## src/rtl/mem_map_if.sv

```systemverilog
// CPU-side multiplexed bus bundle shared by the address decoder and its bus master.
interface mem_map_if #(
   parameter int NUM_REGIONS = 4
);
   logic                   ALE;
   logic                   IOMn;
   logic                   RDn;
   logic                   WRn;
   logic [7:0]             haddress;
   logic [7:0]             laddress_data;
   logic [15:0]            address;
   logic [NUM_REGIONS-1:0] CSn;
   logic                   READY;
   logic [2:0]             region;
   logic                   unmapped;
   logic                   bus_err;

   modport master (
      output ALE, IOMn, RDn, WRn, haddress, laddress_data,
      input  address, CSn, READY, region, unmapped, bus_err
   );

   modport slave (
      input  ALE, IOMn, RDn, WRn, haddress, laddress_data,
      output address, CSn, READY, region, unmapped, bus_err
   );
endinterface

```

## src/rtl/mem_map_ctrl.sv

```systemverilog
// ALE-latched address decoder driving per-region chip selects and READY wait states.
// Optional bus watchdog enabled by defining BUS_TIMEOUT_EN.
//
// state     | meaning
// ST_IDLE   | no cycle in progress, all CSn high, READY high
// ST_ADDR   | address latched, CSn asserted, waiting for RDn/WRn strobe
// ST_WAIT   | wait states counting down, READY low
// ST_ACTIVE | strobe phase, READY high, until both strobes released
module mem_map_ctrl #(
   parameter int                       NUM_REGIONS    = 4,
   parameter logic [NUM_REGIONS*8-1:0] REGION_BASE    = {8'h03, 8'h02, 8'h01, 8'h00},
   parameter logic [NUM_REGIONS*8-1:0] REGION_MASK    = {NUM_REGIONS{8'hFF}},
   parameter logic [NUM_REGIONS-1:0]   REGION_IO      = '0,
   parameter logic [NUM_REGIONS*4-1:0] REGION_WAIT    = '0,
   parameter int                       TIMEOUT_CYCLES = 64
) (
   input logic      clk,
   input logic      rst,
   mem_map_if.slave bus
);

   typedef enum logic [1:0] {ST_IDLE, ST_ADDR, ST_WAIT, ST_ACTIVE} state_t;

   state_t      state_q, state_d;
   logic [15:0] address_q, address_d;
   logic [2:0]  region_q, region_d;
   logic        unmapped_q, unmapped_d;
   logic [3:0]  wait_cnt_q, wait_cnt_d;

   logic                   hit;
   logic [2:0]             hit_idx;
   logic [3:0]             wait_sel;
   logic                   strobe;
   logic [NUM_REGIONS-1:0] cs_n;

   assign strobe = !bus.RDn || !bus.WRn;

   // Descending scan so the lowest matching index is the one left standing.
   always_comb begin
      hit     = 1'b0;
      hit_idx = '0;
      for (int i = NUM_REGIONS - 1; i >= 0; i--) begin
         if (((bus.haddress & REGION_MASK[i*8 +: 8]) == (REGION_BASE[i*8 +: 8] & REGION_MASK[i*8 +: 8]))
             && (bus.IOMn == REGION_IO[i])) begin
            hit     = 1'b1;
            hit_idx = 3'(i);
         end
      end
   end

   always_comb begin
      wait_sel = '0;
      if (!unmapped_q) begin
         for (int i = 0; i < NUM_REGIONS; i++) begin
            if (region_q == 3'(i)) wait_sel = REGION_WAIT[i*4 +: 4];
         end
      end
   end

   always_comb begin
      for (int i = 0; i < NUM_REGIONS; i++) begin
         cs_n[i] = !((state_q != ST_IDLE) && !unmapped_q && (region_q == 3'(i)));
      end
   end

`ifdef BUS_TIMEOUT_EN
   localparam int TMO_W = $clog2(TIMEOUT_CYCLES + 1);
   logic [TMO_W-1:0] tmo_cnt_q, tmo_cnt_d;
   logic             bus_err_q, bus_err_d;
`endif

   always_comb begin
      state_d    = state_q;
      address_d  = address_q;
      region_d   = region_q;
      unmapped_d = unmapped_q;
      wait_cnt_d = wait_cnt_q;
`ifdef BUS_TIMEOUT_EN
      tmo_cnt_d  = '0;
      bus_err_d  = 1'b0;
`endif
      case (state_q)
         ST_IDLE: ;
         ST_ADDR: begin
            if (strobe) begin
               if (wait_sel == 4'd0) begin
                  state_d = ST_ACTIVE;
               end else begin
                  wait_cnt_d = wait_sel;
                  state_d    = ST_WAIT;
               end
            end
         end
         ST_WAIT: begin
            if (wait_cnt_q == 4'd1) begin
               wait_cnt_d = '0;
               state_d    = ST_ACTIVE;
            end else begin
               wait_cnt_d = wait_cnt_q - 4'd1;
            end
         end
         ST_ACTIVE: begin
            if (!strobe) state_d = ST_IDLE;
         end
         default: state_d = ST_IDLE;
      endcase
`ifdef BUS_TIMEOUT_EN
      if (state_q != ST_IDLE) begin
         if (tmo_cnt_q == TMO_W'(TIMEOUT_CYCLES - 1)) begin
            state_d    = ST_IDLE;
            wait_cnt_d = '0;
            bus_err_d  = 1'b1;
         end else begin
            tmo_cnt_d = tmo_cnt_q + 1'b1;
         end
      end
`endif
      // ALE restarts from any state and overrides the watchdog.
      if (bus.ALE) begin
         address_d  = {bus.haddress, bus.laddress_data};
         region_d   = hit ? hit_idx : 3'd0;
         unmapped_d = !hit;
         wait_cnt_d = '0;
         state_d    = ST_ADDR;
`ifdef BUS_TIMEOUT_EN
         tmo_cnt_d  = '0;
         bus_err_d  = 1'b0;
`endif
      end
   end

   always_ff @(posedge clk) begin
      if (rst) begin
         state_q    <= ST_IDLE;
         address_q  <= '0;
         region_q   <= '0;
         unmapped_q <= 1'b0;
         wait_cnt_q <= '0;
`ifdef BUS_TIMEOUT_EN
         tmo_cnt_q  <= '0;
         bus_err_q  <= 1'b0;
`endif
      end else begin
         state_q    <= state_d;
         address_q  <= address_d;
         region_q   <= region_d;
         unmapped_q <= unmapped_d;
         wait_cnt_q <= wait_cnt_d;
`ifdef BUS_TIMEOUT_EN
         tmo_cnt_q  <= tmo_cnt_d;
         bus_err_q  <= bus_err_d;
`endif
      end
   end

   assign bus.address  = address_q;
   assign bus.CSn      = cs_n;
   assign bus.READY    = (state_q != ST_WAIT);
   assign bus.region   = region_q;
   assign bus.unmapped = unmapped_q;
`ifdef BUS_TIMEOUT_EN
   assign bus.bus_err  = bus_err_q;
`else
   // No watchdog in this build: constant low.
   assign bus.bus_err  = (TIMEOUT_CYCLES < 0);
`endif

endmodule

```

## src/flat_wrapper.sv

```systemverilog
// flat-port wrapper written by rule: the top's interface ports become plain ports
module mem_map_ctrl_flat 
#(
   parameter int                       NUM_REGIONS    = 4,
   parameter logic [NUM_REGIONS*8-1:0] REGION_BASE    = {8'h03, 8'h02, 8'h01, 8'h00},
   parameter logic [NUM_REGIONS*8-1:0] REGION_MASK    = {NUM_REGIONS{8'hFF}},
   parameter logic [NUM_REGIONS-1:0]   REGION_IO      = '0,
   parameter logic [NUM_REGIONS*4-1:0] REGION_WAIT    = '0,
   parameter int                       TIMEOUT_CYCLES = 64
)
  (clk, rst, bus_ALE, bus_IOMn, bus_RDn, bus_WRn, bus_haddress, bus_laddress_data, bus_address, bus_CSn, bus_READY, bus_region, bus_unmapped, bus_bus_err);
  mem_map_if #(.NUM_REGIONS(NUM_REGIONS)) bus_i ();
  input logic clk;
  input logic rst;
  input wire logic [$bits(bus_i.ALE)-1:0] bus_ALE;
  input wire logic [$bits(bus_i.IOMn)-1:0] bus_IOMn;
  input wire logic [$bits(bus_i.RDn)-1:0] bus_RDn;
  input wire logic [$bits(bus_i.WRn)-1:0] bus_WRn;
  input wire logic [$bits(bus_i.haddress)-1:0] bus_haddress;
  input wire logic [$bits(bus_i.laddress_data)-1:0] bus_laddress_data;
  output wire logic [$bits(bus_i.address)-1:0] bus_address;
  output wire logic [$bits(bus_i.CSn)-1:0] bus_CSn;
  output wire logic [$bits(bus_i.READY)-1:0] bus_READY;
  output wire logic [$bits(bus_i.region)-1:0] bus_region;
  output wire logic [$bits(bus_i.unmapped)-1:0] bus_unmapped;
  output wire logic [$bits(bus_i.bus_err)-1:0] bus_bus_err;
  assign bus_i.ALE = bus_ALE;
  assign bus_i.IOMn = bus_IOMn;
  assign bus_i.RDn = bus_RDn;
  assign bus_i.WRn = bus_WRn;
  assign bus_i.haddress = bus_haddress;
  assign bus_i.laddress_data = bus_laddress_data;
  assign bus_address = bus_i.address;
  assign bus_CSn = bus_i.CSn;
  assign bus_READY = bus_i.READY;
  assign bus_region = bus_i.region;
  assign bus_unmapped = bus_i.unmapped;
  assign bus_bus_err = bus_i.bus_err;
  mem_map_ctrl #(.NUM_REGIONS(NUM_REGIONS), .REGION_BASE(REGION_BASE), .REGION_MASK(REGION_MASK), .REGION_IO(REGION_IO), .REGION_WAIT(REGION_WAIT), .TIMEOUT_CYCLES(TIMEOUT_CYCLES)) u_core (.clk(clk), .rst(rst), .bus(bus_i));
endmodule
```

## config.mk

```make
export PLATFORM = sky130hd
export DESIGN_NAME = mem_map_ctrl_flat
export DESIGN_NICKNAME = d
export VERILOG_FILES = /design/src/rtl/mem_map_if.sv /design/src/rtl/mem_map_ctrl.sv /design/src/flat_wrapper.sv
export SDC_FILE = /design/constraint.sdc
export NUM_CORES = 1
export LEC_CHECK = 0
export BUFFER_PORTS_ARGS = -buffer_cell sky130_fd_sc_hd__buf_2
export CORE_MARGIN = 2
export CORE_UTILIZATION = 32
export CTS_BUF_LIST = sky130_fd_sc_hd__clkbuf_8
export CTS_CLUSTER_SIZE = 30
export DETAILED_ROUTE_END_ITERATION = 16
export PLACE_DENSITY = 0.55
export SETUP_SLACK_MARGIN = 0.2
export SLEW_MARGIN = 5
export SYNTH_ARGS = -nofsm -noshare
export SYNTH_HDL_FRONTEND = slang
export SYNTH_SLANG_ARGS = --single-unit
```

## constraint.sdc

```tcl
create_clock -name clk -period 1.55 [get_ports clk]
set_input_delay 0.31 -clock clk [delete_from_list [all_inputs] [get_ports clk]]
set_output_delay 0.31 -clock clk [all_outputs]
set_load 0.01 [all_outputs]
```

==> results.yml, run 1 <==
synth:
  syn_area_um2: 1044
  ys_ff_latch: 25
  yosysSeqAreaShare: 0.4796
  postSynthCellCount: 113
  yosysWarnings: 0
  synth.distinct_cells: 26
  syn_area_per_cell_um2: 9.235
timing:
  fin_crit_sh: 0.9670
  rsz0062_at_grt: "yes"
  worst_slack_ps: 51.09
  fmax_mhz: 667.2
  fin_crit_ps: 1499
  hold_viol: 0
  setup_tns_ps: 0
  report.final.slew_viol_count: 0
  skew_ps: 2.457
  setup_violations: 0
setup_path:
  r2r_cells: 5
  crit_arrival_ps: 1190
  cp_data_required_time_ps: 1240
  start_kind: "flop"
  endpoint_kind: "output port"
  cp_max_fo: 3
  crit_type: "flop to output port"
clock_tree:
  cts_root_buf: "clkbuf_8"
  cts_sinks: 25
  clockBufferDepth: 2
  cts_tree: "built"
  cts_buffers: 3
  cts_max_level: 1
  path_clk_slew_ps: 80
  clk_latency_ps: 260
  hold_buffers: 0
final_layout:
  syn_to_final_growth_pct: 34.65
  drive_gt1_frac: 0.3851
  n_antenna_cell: 0
  n_fill_cell: 327
  nNetsFinal: 186
  layout.core_utilization: 0.4565
global_routing:
  antenna_found_initial: 0
  gr-total-overflow: 0
  grt_use_total: 0.1255
  grt_pass1_vias: 849
  grt_pass1_wl_um: 3553
  grt_start_max_net_pins: 29
drt:
  wl_met2_um: 923
  detail_route.wl_per_cell_um: 10.45
  wirelength_um: 2142
  vias: 906
  drc: 0
  ant_nets: 0
  maxUsedRoutingLayer: "met4"
  wl_met3_um: 172
  dr.pass1.iters: 4
  via_per_inst: 4.420
  wl_met1_um: 1036
  drt_iter0_drc: 9
power_and_ir_drop:
  ir_drop_v: 0.0004555
  p_leak_nw: 0.6716
  powerDensity_nw_per_um2: 889.3
placement:
  place.gp.congestion: 0.6547
  port_buffers: 45
  hpwl_um: 1563
  pre_cts_slack_ps: 252.1
die:
  io_pins: 48
  start_util: 0.3390
  die_x_um: 61.11
  die-area_um2: 3734
  die_y_um: 61.11
  core_area_um2: 3078
  std_cell_rows: 20
run_status:
  outcome: "completed"
hold_path:
  hp-class: "primary input to flop"
  min_delay_path_depth: 3
run:
  maxCapViolations: 0
## cell usage after synthesis (all sizes together)
library cell | number | area [um2]
inv | 5 | 18.76
ha | 2 | 25.02
nor2b | 1 | 13.76
a2111oi | 1 | 8.760
nor2 | 22 | 82.58
o21bai | 1 | 7.510
clkbuf | 3 | 11.26
nand4b | 1 | 8.760
mux2i | 17 | 170.2
buf | 5 | 32.53
nand3 | 2 | 10.01
nor4 | 2 | 12.51
nand4 | 2 | 12.51
or3 | 2 | 12.51
dfxtp | 25 | 500.5
nand2b | 3 | 18.77
nand2 | 6 | 22.52
a211oi | 2 | 15.01
o211ai | 1 | 7.510
a311oi | 1 | 8.760
nor3 | 2 | 10.01
o21ai | 1 | 5.000
a21oi | 5 | 25.02
conb | 1 | 3.750
## stage by stage
step	power [mW]	std cells	cell area (um2)	hold slack, ps
finish	1.250	205	1405	278.7
global route	1.318	205	1405	298.4
CTS	1.266	204	1395	274.8
detailed placement	0.8777	197	1311	478.3
global placement	0.8730	197	1311	451.8
floorplan	0.8064	114	1047	443.0
## placed cells by master (no fill, tap or decap), drive strengths merged
master / n
buf: 51
dfxtp: 25
nor2: 22
mux2i: 17
nand2: 6
a21oi: 5
inv: 5
nand2b: 3
clkbuf: 3
or3: 2
nand3: 2
nor4: 2
nor3: 2
nand4: 2
a211oi: 2
ha: 2
conb: 2
nor2b: 1
o21bai: 1
nand4b: 1
o21ai: 1
a2111oi: 1
o211ai: 1
a311oi: 1
clkinv: 1
## where the power goes
part,switching [mW],internal (mW)
clock network,0.196,0.179
logic,0.0910,0.0907
registers,0.0184,0.674
## per-layer routing
| layer | GRT usage | vias to the layer above |
|---|---|---|
| met1 | 0.1647 | 396 |
| met5 | 0 | - |
| met2 | 0.1976 | 31 |
| li1 | - | 477 |
| met4 | 0.05590 | 0 |
| met3 | 0.02731 | 2 |
## final cells by class
| cell class | count | area [um2] | area share |
|---|---|---|---|
| multi-input cells | 76 | 498.0 | 0.3544 |
| clock buffers | 3 | 41.29 | 0.02939 |
| clock inverters | 1 | 5.005 | 0.003562 |
| inverters | 5 | 18.77 | 0.01336 |
| repair buffers | 51 | 282.8 | 0.2012 |
| well taps | 44 | 55.05 | 0.03918 |
| flip-flops and latches | 25 | 504.2 | 0.3589 |
## worst max-delay path, stage by stage, from the launching register on
cell and delay, ps:
dfxtp_2 320, o21bai_4 160, or3_1 300, buf_2 140
## registers in the layout, indices dropped and copies added, names as in the netlist
| register | flops |
|---|---|
| u_core.bus.address | 16 |
| u_core.state_q | 2 |
| u_core.bus.unmapped | 1 |
| u_core.wait_cnt_q | 4 |
| u_core.bus.region | 2 |
## cells by family after synthesis
kind of cell / count (synthesis) / share of synthesized area
other: 1 / 0.003594
AO/OA/AOI/OAI: 12 / 0.07434
buffers and inverters: 13 / 0.05994
adder cells (fa/ha/maj): 2 / 0.02398
flip-flops: 25 / 0.4796
AND/OR/NAND/NOR: 43 / 0.1954
multiplexers: 17 / 0.1631
## final timing paths
path,to,from,slack (ps)
hold reg to reg,u_core.wait_cnt_q[3],u_core.wait_cnt_q[3],490
setup reg to reg,u_core.wait_cnt_q[1],u_core.state_q[1],320
hold / removal,u_core.bus.address[4],bus_laddress_data[4],280
setup / recovery,bus_CSn[0],u_core.bus.unmapped,50
## what timing repair did
| item | in CTS | in global routing |
|---|---|---|
| cloned | 0 | 0 |
| setup buffers | 3 | 1 |
| pin swaps | 1 | 1 |
| setup endpoints to repair | 5 | 5 |
| gates resized for setup | 5 | 1 |
(Power assumes the default switching activity.)
==> inputs of run 2 (changes only) <==
Settings changed: CAP_MARGIN from default to 20, CORE_UTILIZATION 32 to 45, PLACE_DENSITY 0.55 to 0.74.
==> run 2 against run 1 <==
  * Sequential power hardly changed
  * Via count is 1.8% higher
  * Global-route usage is 4.6 points higher
  * First-iteration DRC count is 33% higher
==> results.yml, run 2 (synthesis gave the netlist of run 1 again) <==
setup_path:
  start_kind: "flop"
  cpMaxStageDelayCell: "dfxtp_2"
  r2r_end: "u_core.wait_cnt_q[1]"
  r2r_cells: 3
  crit_type: "flop to output port"
  path_cells: "o21bai_4, or3_1, buf_2"
  critical_path.max_stage_delay_ps: 330
  reg2reg_from: "u_core.wait_cnt_q[0]"
  cp_data_required_time_ps: 1240
  cp_max_fo: 4
  endpoint_kind: "output port"
  reg2reg_slack_ps: 350
  crit_arrival_ps: 1220
drt:
  wirelength_um: 2136
  drt_iter0_drc: 12
  ant_nets: 0
  via_per_inst: 4.904
  drc: 0
  dr.pass1.iters: 6
  vias: 922
  detail_route.wl_per_cell_um: 11.36
clock_tree:
  cts_sinks: 25
  cts_buffers: 3
  hold_buffers: 0
  clockBufferDepth: 2
  cts_max_level: 1
  cts_tree: "built"
  clk_latency_ps: 260
  path_clk_slew_ps: 90
  cts_root_buf: "clkbuf_8"
placement:
  place_inst: 181
  place.gp.congestion: 0.7572
  hpwl_um: 1498
  port_buffers: 45
  placed_area_um2: 1291
final_layout:
  layout_common_cells: "buf_2, dfxtp_1, nor2_1, mux2i_1, nand2_1"
  final_cell_area_um2: 1391
  syn_to_final_growth_pct: 33.33
  layout.core_utilization: 0.6290
  drive_gt1_frac: 0.3813
  largest_reg_flops: 16
  n_antenna_cell: 0
  nNetsFinal: 185
  stdcell_count: 188
  final_common_cell: "buf_2"
global_routing:
  antenna_found_initial: 0
  gr-total-overflow: 0
  grt_pass1_wl_um: 3512
  grt_start_max_net_pins: 29
  grt_pass1_vias: 853
  grt_use_total: 0.1719
hold_path:
  min_delay_path_depth: 3
  hold_end: "u_core.bus.address[5]"
  worstHoldStart: "bus_laddress_data[5]"
  hp-class: "primary input to flop"
timing:
  fin_crit_ps: 1530
  fin_crit_sh: 0.9868
  report.final.slew_viol_count: 0
  skew_ps: 7.023
  hold_viol: 0
  setup_tns_ps: 0
  rsz0062_at_grt: "yes"
  setup_violations: 0
  hold_ws_ps: 279.4
  fmax_mhz: 653.8
power_and_ir_drop:
  p_leak_nw: 0.6699
  ir_drop_v: 0.0006504
  powerDensity_nw_per_um2: 893.3
run:
  maxCapViolations: 0
die:
  die-area_um2: 2720
  core_area_um2: 2212
  die_x_um: 52.16
  std_cell_rows: 17
  die_y_um: 52.16
  io_pins: 48
  start_util: 0.4717
run_status:
  outcome: "completed"
[run 2: critical path, delay by kind of cell, from the launching register on]
family / cells / cell delay, ps
AND/OR/NAND/NOR: 1 / 310
buffers and inverters: 1 / 140
AO/OA/AOI/OAI: 1 / 180
flip-flops: 1 / 330
[run 2: repair_timing]
| item | CTS | global route |
|---|---|---|
| setup endpoints to repair | 5 | 5 |
| endpoints found under the hold margin | 0 | 0 |
| buffers inserted | 2 | 1 |
| resized for setup | 6 | 3 |
| pin swaps | 1 | 2 |
[run 2: where the power goes]
part | total [mW] | switching (mW) | internal, mW
clock network | 0.368 | 0.189 | 0.179
registers | 0.692 | 0.0193 | 0.673
logic | 0.183 | 0.0924 | 0.0908
total | 1.24 | 0.300 | 0.942
[run 2: final cells by class]
cell class | instances | area, um2
well taps | 28 | 35.03
clock inverters | 1 | 5.005
multi-input cells | 76 | 503.0
fillers | 198 | 820.8
inverters | 5 | 18.77
repair buffers | 50 | 281.5
clock buffers | 3 | 41.29
flip-flops and latches | 25 | 506.7
[run 2: metal layers]
layer / vias up / global-route usage / wire [um] / share of wire
met3: 2 / 0.03736 / 113 / 0.053
met5: - / 0 / 0 / 0
met2: 25 / 0.2954 / 1051 / 0.49
met1: 423 / 0.2184 / 960 / 0.45
li1: 472 / - / - / -
met4: 0 / 0.04274 / 11 / 0.0051
[run 2: worst max path at each step]
stage,start,endpoint,cells past startpoint
6_report,u_core.bus.unmapped,bus_CSn[0],3
5_1_grt,u_core.bus.unmapped,bus_CSn[0],3
4_1_cts,u_core.bus.unmapped,bus_CSn[0],3
3_5_place_dp,u_core.state_q[0],bus_CSn[0],3
3_3_place_gp,u_core.state_q[0],bus_CSn[0],3
2_1_floorplan,u_core.bus.unmapped,bus_CSn[0],2
[run 2: through the flow]
stage,power (mW),setup slack [ps]
global placement,0.8703,285.8
floorplan,0.8064,363.1
finish,1.243,20.40
global route,1.305,-23.99
detailed placement,0.8764,249.8
CTS,1.257,24.55
